`src/rtl/alu_uart_if_pkg.sv`:
```
// Shared definitions for the RX FIFO -> ALU -> TX FIFO sequencer.
// Opcode values live with the ALU; this package only carries sequencer state.
package alu_uart_if_pkg;

  localparam int unsigned NB_STATE = 3;

  typedef enum logic [NB_STATE-1:0] {
    ST_RD_A   = 3'd0,
    ST_RD_B   = 3'd1,
    ST_RD_OP  = 3'd2,
    ST_EXEC   = 3'd3,
    ST_WR_RES = 3'd4
  } state_e;

endpackage

```
`src/rtl/alu_uart_if.sv`:
```
// Pops operand A, operand B and opcode from the RX FIFO, presents them to the ALU as registered
// operands, captures the result and pushes it into the TX FIFO. Stalls on RX empty / TX full.
module alu_uart_if
  import alu_uart_if_pkg::*;
#(
  parameter int unsigned NB_DATA = 8,
  parameter int unsigned NB_OP   = 6,
  parameter int unsigned NB_CNT  = 8
) (
  input  logic               clk,
  input  logic               i_rst,
  input  logic [NB_DATA-1:0] i_rx_data,
  input  logic               i_rx_empty,
  output logic               o_rx_rd,
  input  logic               i_tx_full,
  output logic               o_tx_wr,
  output logic [NB_DATA-1:0] o_tx_data,
  output logic [NB_DATA-1:0] o_alu_a,
  output logic [NB_DATA-1:0] o_alu_b,
  output logic [NB_OP-1:0]   o_alu_op,
  input  logic [NB_DATA-1:0] i_alu_result,
  output logic               o_busy,
  output logic [NB_CNT-1:0]  o_op_cnt
);

  state_e state_q, state_d;

  logic [NB_DATA-1:0] a_q, b_q, res_q;
  logic [NB_OP-1:0]   op_q;
  logic [NB_CNT-1:0]  cnt_q;

  always_ff @(posedge clk or posedge i_rst) begin
    if (i_rst) begin
      state_q <= ST_RD_A;
    end else begin
      state_q <= state_d;
    end
  end

  always_comb begin
    state_d = state_q;
    o_rx_rd = 1'b0;
    o_tx_wr = 1'b0;
    case (state_q)
      ST_RD_A: begin
        if (!i_rx_empty) begin
          o_rx_rd = 1'b1;
          state_d = ST_RD_B;
        end
      end
      ST_RD_B: begin
        if (!i_rx_empty) begin
          o_rx_rd = 1'b1;
          state_d = ST_RD_OP;
        end
      end
      ST_RD_OP: begin
        if (!i_rx_empty) begin
          o_rx_rd = 1'b1;
          state_d = ST_EXEC;
        end
      end
      ST_EXEC: state_d = ST_WR_RES;
      ST_WR_RES: begin
        if (!i_tx_full) begin
          o_tx_wr = 1'b1;
          state_d = ST_RD_A;
        end
      end
      default: state_d = ST_RD_A;
    endcase
    // Strobes are Mealy; keep the FIFOs untouched while reset is held.
    if (i_rst) begin
      o_rx_rd = 1'b0;
      o_tx_wr = 1'b0;
    end
  end

  always_ff @(posedge clk or posedge i_rst) begin
    if (i_rst) begin
      a_q   <= '0;
      b_q   <= '0;
      op_q  <= '0;
      res_q <= '0;
      cnt_q <= '0;
    end else begin
      if (o_rx_rd && (state_q == ST_RD_A))  a_q  <= i_rx_data;
      if (o_rx_rd && (state_q == ST_RD_B))  b_q  <= i_rx_data;
      if (o_rx_rd && (state_q == ST_RD_OP)) op_q <= i_rx_data[NB_OP-1:0];
      if (state_q == ST_EXEC)               res_q <= i_alu_result;
      if (o_tx_wr)                          cnt_q <= cnt_q + 1'b1;
    end
  end

  assign o_alu_a   = a_q;
  assign o_alu_b   = b_q;
  assign o_alu_op  = op_q;
  assign o_tx_data = res_q;
  assign o_op_cnt  = cnt_q;
  assign o_busy    = (state_q != ST_RD_A);

endmodule

```
`config.mk`:
```
export PLATFORM = sky130hd
export DESIGN_NAME = alu_uart_if
export DESIGN_NICKNAME = d
export VERILOG_FILES = /design/src/rtl/alu_uart_if_pkg.sv /design/src/rtl/alu_uart_if.sv
export SDC_FILE = /design/constraint.sdc
export NUM_CORES = 1
export LEC_CHECK = 0
export CORE_ASPECT_RATIO = 1.1
export CORE_MARGIN = 2
export CORE_UTILIZATION = 44
export DETAILED_ROUTE_END_ITERATION = 12
export HOLD_SLACK_MARGIN = 0.05
export PLACE_DENSITY = 0.79
export REMOVE_ABC_BUFFERS = 1
export SLEW_MARGIN = 10
export SYNTH_ARGS = -nofsm -noshare
export SYNTH_HDL_FRONTEND = slang
export SYNTH_SLANG_ARGS = --single-unit
```
`constraint.sdc`:
```
create_clock -name clk -period 1.5 [get_ports clk]
set_input_delay 0.225 -clock clk [delete_from_list [all_inputs] [get_ports clk]]
set_output_delay 0.225 -clock clk [all_outputs]
set_load 0.01 [all_outputs]
```
==> results.sh <==
export IMPL_status="finished with violations"
export IMPL_violations="setup timing"
export IMPL_placeableCoreArea_um2=3650
export IMPL_synth_top_cell_by_area="dfrtp_1"
export IMPL_rrSetupSlack_ns=0.01
export IMPL_grt_max_degree=42
export IMPL_row_count=23
export IMPL_area_growth_pct=57.7
export IMPL_critPathMaxFanout=3
export IMPL_cts_tree="done"
export IMPL_ys_top_cells_by_area="dfrtp_1, mux2_2, xnor2_1"
export IMPL_grt_usage_pct=18.8
export IMPL_syn_inst=115
export IMPL_diodes=0
export IMPL_place_congestion=0.777
export IMPL_gr_total_overflow=0
export IMPL_post_drt_wl_per_cell_um=15.0
export IMPL_clk_path_buf_depth=2
export IMPL_power_density_nw_per_um2=1850
export IMPL_crit_required_ns=1.27
export IMPL_max_slew_margin_pct=66.5
export IMPL_cts_hold_fix_buffers=0
export IMPL_timing_final_ws_setup_ns=-0.00621
export IMPL_seq_area_um2=1030
export IMPL_clk_pin_slew_ns=0.07
export IMPL_finalMaxSlewViolations=0
export IMPL_timing_rr_start="state_q[1]$_DFFE_PP0P_"
export IMPL_worst_setup_path_end_kind="primary output"
export IMPL_synth_distinct_cells=25
export IMPL_fillers=240
export IMPL_drtAntennaViolNets=0
export IMPL_dp_hpwl_mm=2.68
export IMPL_grt_pass1_vias=1266
export IMPL_ys_warn_count=0
export IMPL_rsz0062_at_grt="yes"
export IMPL_p_leak_nw=1.26
export IMPL_cts_buffers=5
export IMPL_ys_seq_elements=41
export IMPL_skew_ns=0.00524
export IMPL_maxCapViolations=0
export IMPL_grt_pass1_wl_mm=6.08
export IMPL_die_area_um2=4350
export IMPL_synth_top_area_share_pct=60.8
export IMPL_worstMarginPinSlew_ns=0.502
export IMPL_viasPerCell=4.94
export IMPL_drtIter0Drc=34
export IMPL_io_pins=61
export IMPL_setup_viol=1
export IMPL_min_path_type="input port to asynchronous set/reset pin"
export IMPL_die_h_um=69.0
export IMPL_routed_wl_mm=3.76
export IMPL_dpl_cell_area_um2=2450
export IMPL_placed_cells=238
export IMPL_path_class="flip-flop to primary output"
export IMPL_fmax_ghz=0.664
export IMPL_critical_path_arrival_ns=1.28
export IMPL_vias=1240
export IMPL_rr_endpoint="o_alu_a[7]$_DFFE_PP0P_"
export IMPL_final_area_um2=2660
export IMPL_cts_sinks=41
export IMPL_synth_avg_cell_area_um2=14.7
export IMPL_cts_root_buffer="clkbuf_8"
export IMPL_drive_gt1_share_pct=37.3
export IMPL_finalHoldViolCount=0
export IMPL_cts_max_level=2
export IMPL_synth_area_um2=1690
export IMPL_die_w_um=63.1
export IMPL_layout_min_cycle_time_ns=1.51
export IMPL_reg2reg_depth=5
export IMPL_yosysSeqAreaShare_pct=60.8
export IMPL_dr_pass1_iters=4
export IMPL_port_buffer_count=60
export IMPL_layout_nets=222
export IMPL_min_period_over_period_pct=100
export IMPL_antenna_found_initial=0
export IMPL_clk_latency_ns=0.28
export IMPL_start_util_pct=46.2
export IMPL_start_kind="flip-flop"
export IMPL_final_cells=251
export IMPL_vdd_ir_drop_max_mv=1.26
export IMPL_multi_input_area_um2=698
export IMPL_drc=0
[report_power, final]
group          internal (mW)  switching [mW]  total [mW]
Combinational           1.47           0.893        2.37
Clock                  0.365           0.336       0.700
Sequential              1.58           0.279        1.86
[cells in the final DEF, fill, tap and decap left out, types with 3 or more instances in the layout]
master           instances
clkdlybuf4s50_1         52
dfrtp_1                 39
mux2_2                  29
buf_4                   16
xnor2_1                  7
clkbuf_8                 6
buf_6                    6
nand3_1                  5
dlymetal6s2s_1           5
nand2_4                  4
and3_1                   3
[final cells by class]
type	count	share of cell area (%)
Timing Repair Buffer	80	29.1
Clock buffer	7	3.24
Inverter	3	0.423
Tap cell	50	2.35
Multi-Input combinational cell	70	26.2
Sequential cell	41	38.6
[critical path, stage by stage (launching register included)]
cell	delay, ns
dfrtp_1	0.41
buf_6	0.14
or3_4	0.32
buf_6	0.13
[how the worst max path moves through the flow]
stage                                          to  cells past startpoint  slack, ns                    from
after global routing                      o_tx_wr                      5      -0.06  state_q[2]$_DFFE_PP0P_
after CTS                                 o_rx_rd                      3      -0.07  state_q[1]$_DFFE_PP0P_
final                                      o_busy                      3     -0.006  state_q[1]$_DFFE_PP0P_
after global placement                    o_tx_wr                      6      -0.36                   i_rst
after detailed placement                  o_tx_wr                      6      -0.40                   i_rst
after floorplan           o_alu_op[0]$_DFFE_PP0P_                      3      -0.40                   i_rst
[timing repair]
action / CTS / global route
gates resized for setup: 23 / 14
buffers inserted: 3 / 3
setup endpoints to repair: 22 / 34
pin swaps: 4 / 4
[cell usage after synthesis, drive strengths merged]
cell     instances
dfrtp           41
mux2            31
xnor2            7
nand2            6
nand3            5
nor2             4
and3             3
inv              3
nand4            2
nor2b            2
a2111oi          1
a211oi           1
a21oi            1
and2             1
and2b            1
buf              1
ha               1
nor3             1
nor3b            1
nor4bb           1
or3              1
[through the flow]
step	hold slack [ns]	power (mW)	utilization [%]	TNS [ns]	setup WS, ns
after floorplan	0.339	2.79	-	-2.38	-0.397
after global placement	0.460	3.95	67.0	-3.58	-0.361
after detailed placement	0.467	4.05	67.0	-4.71	-0.402
after CTS	0.476	4.87	70.7	-0.0989	-0.0693
after global routing	0.463	5.21	72.9	-0.364	-0.0561
final	0.413	4.93	72.9	-0.00621	-0.00621
[registers in the layout, summed over array words and instances (netlist names)]
register / count
o_tx_data: 8
state_q: 3
o_alu_a: 8
o_alu_op: 6
o_op_cnt: 8
o_alu_b: 8
[logic make-up (layout without fill, tap and decap cells)]
kind of cell    after synthesis  in the layout  share of synthesized area [%]
compound gates                3              3                           1.26
xor+xnor                      7              7                           3.63
fa+ha+maj                     1              1                          0.741
buf+inv                       4             90                           1.11
flops                        41             41                           60.8
mux                          31             31                           20.9
simple gates                 28             28                           11.6
[layer usage]
| metal | up-vias | track usage, % | wire [um] |
|---|---|---|---|
| li1 | 573 | - | - |
| met1 | 604 | 21.7 | 1470 |
| met2 | 54 | 33.8 | 1970 |
| met3 | 9 | 5.52 | 254 |
| met4 | 0 | 6.67 | 76 |
| met5 | - | 0 | 0 |
No activity file was read; power rests on OpenSTA's default activity.
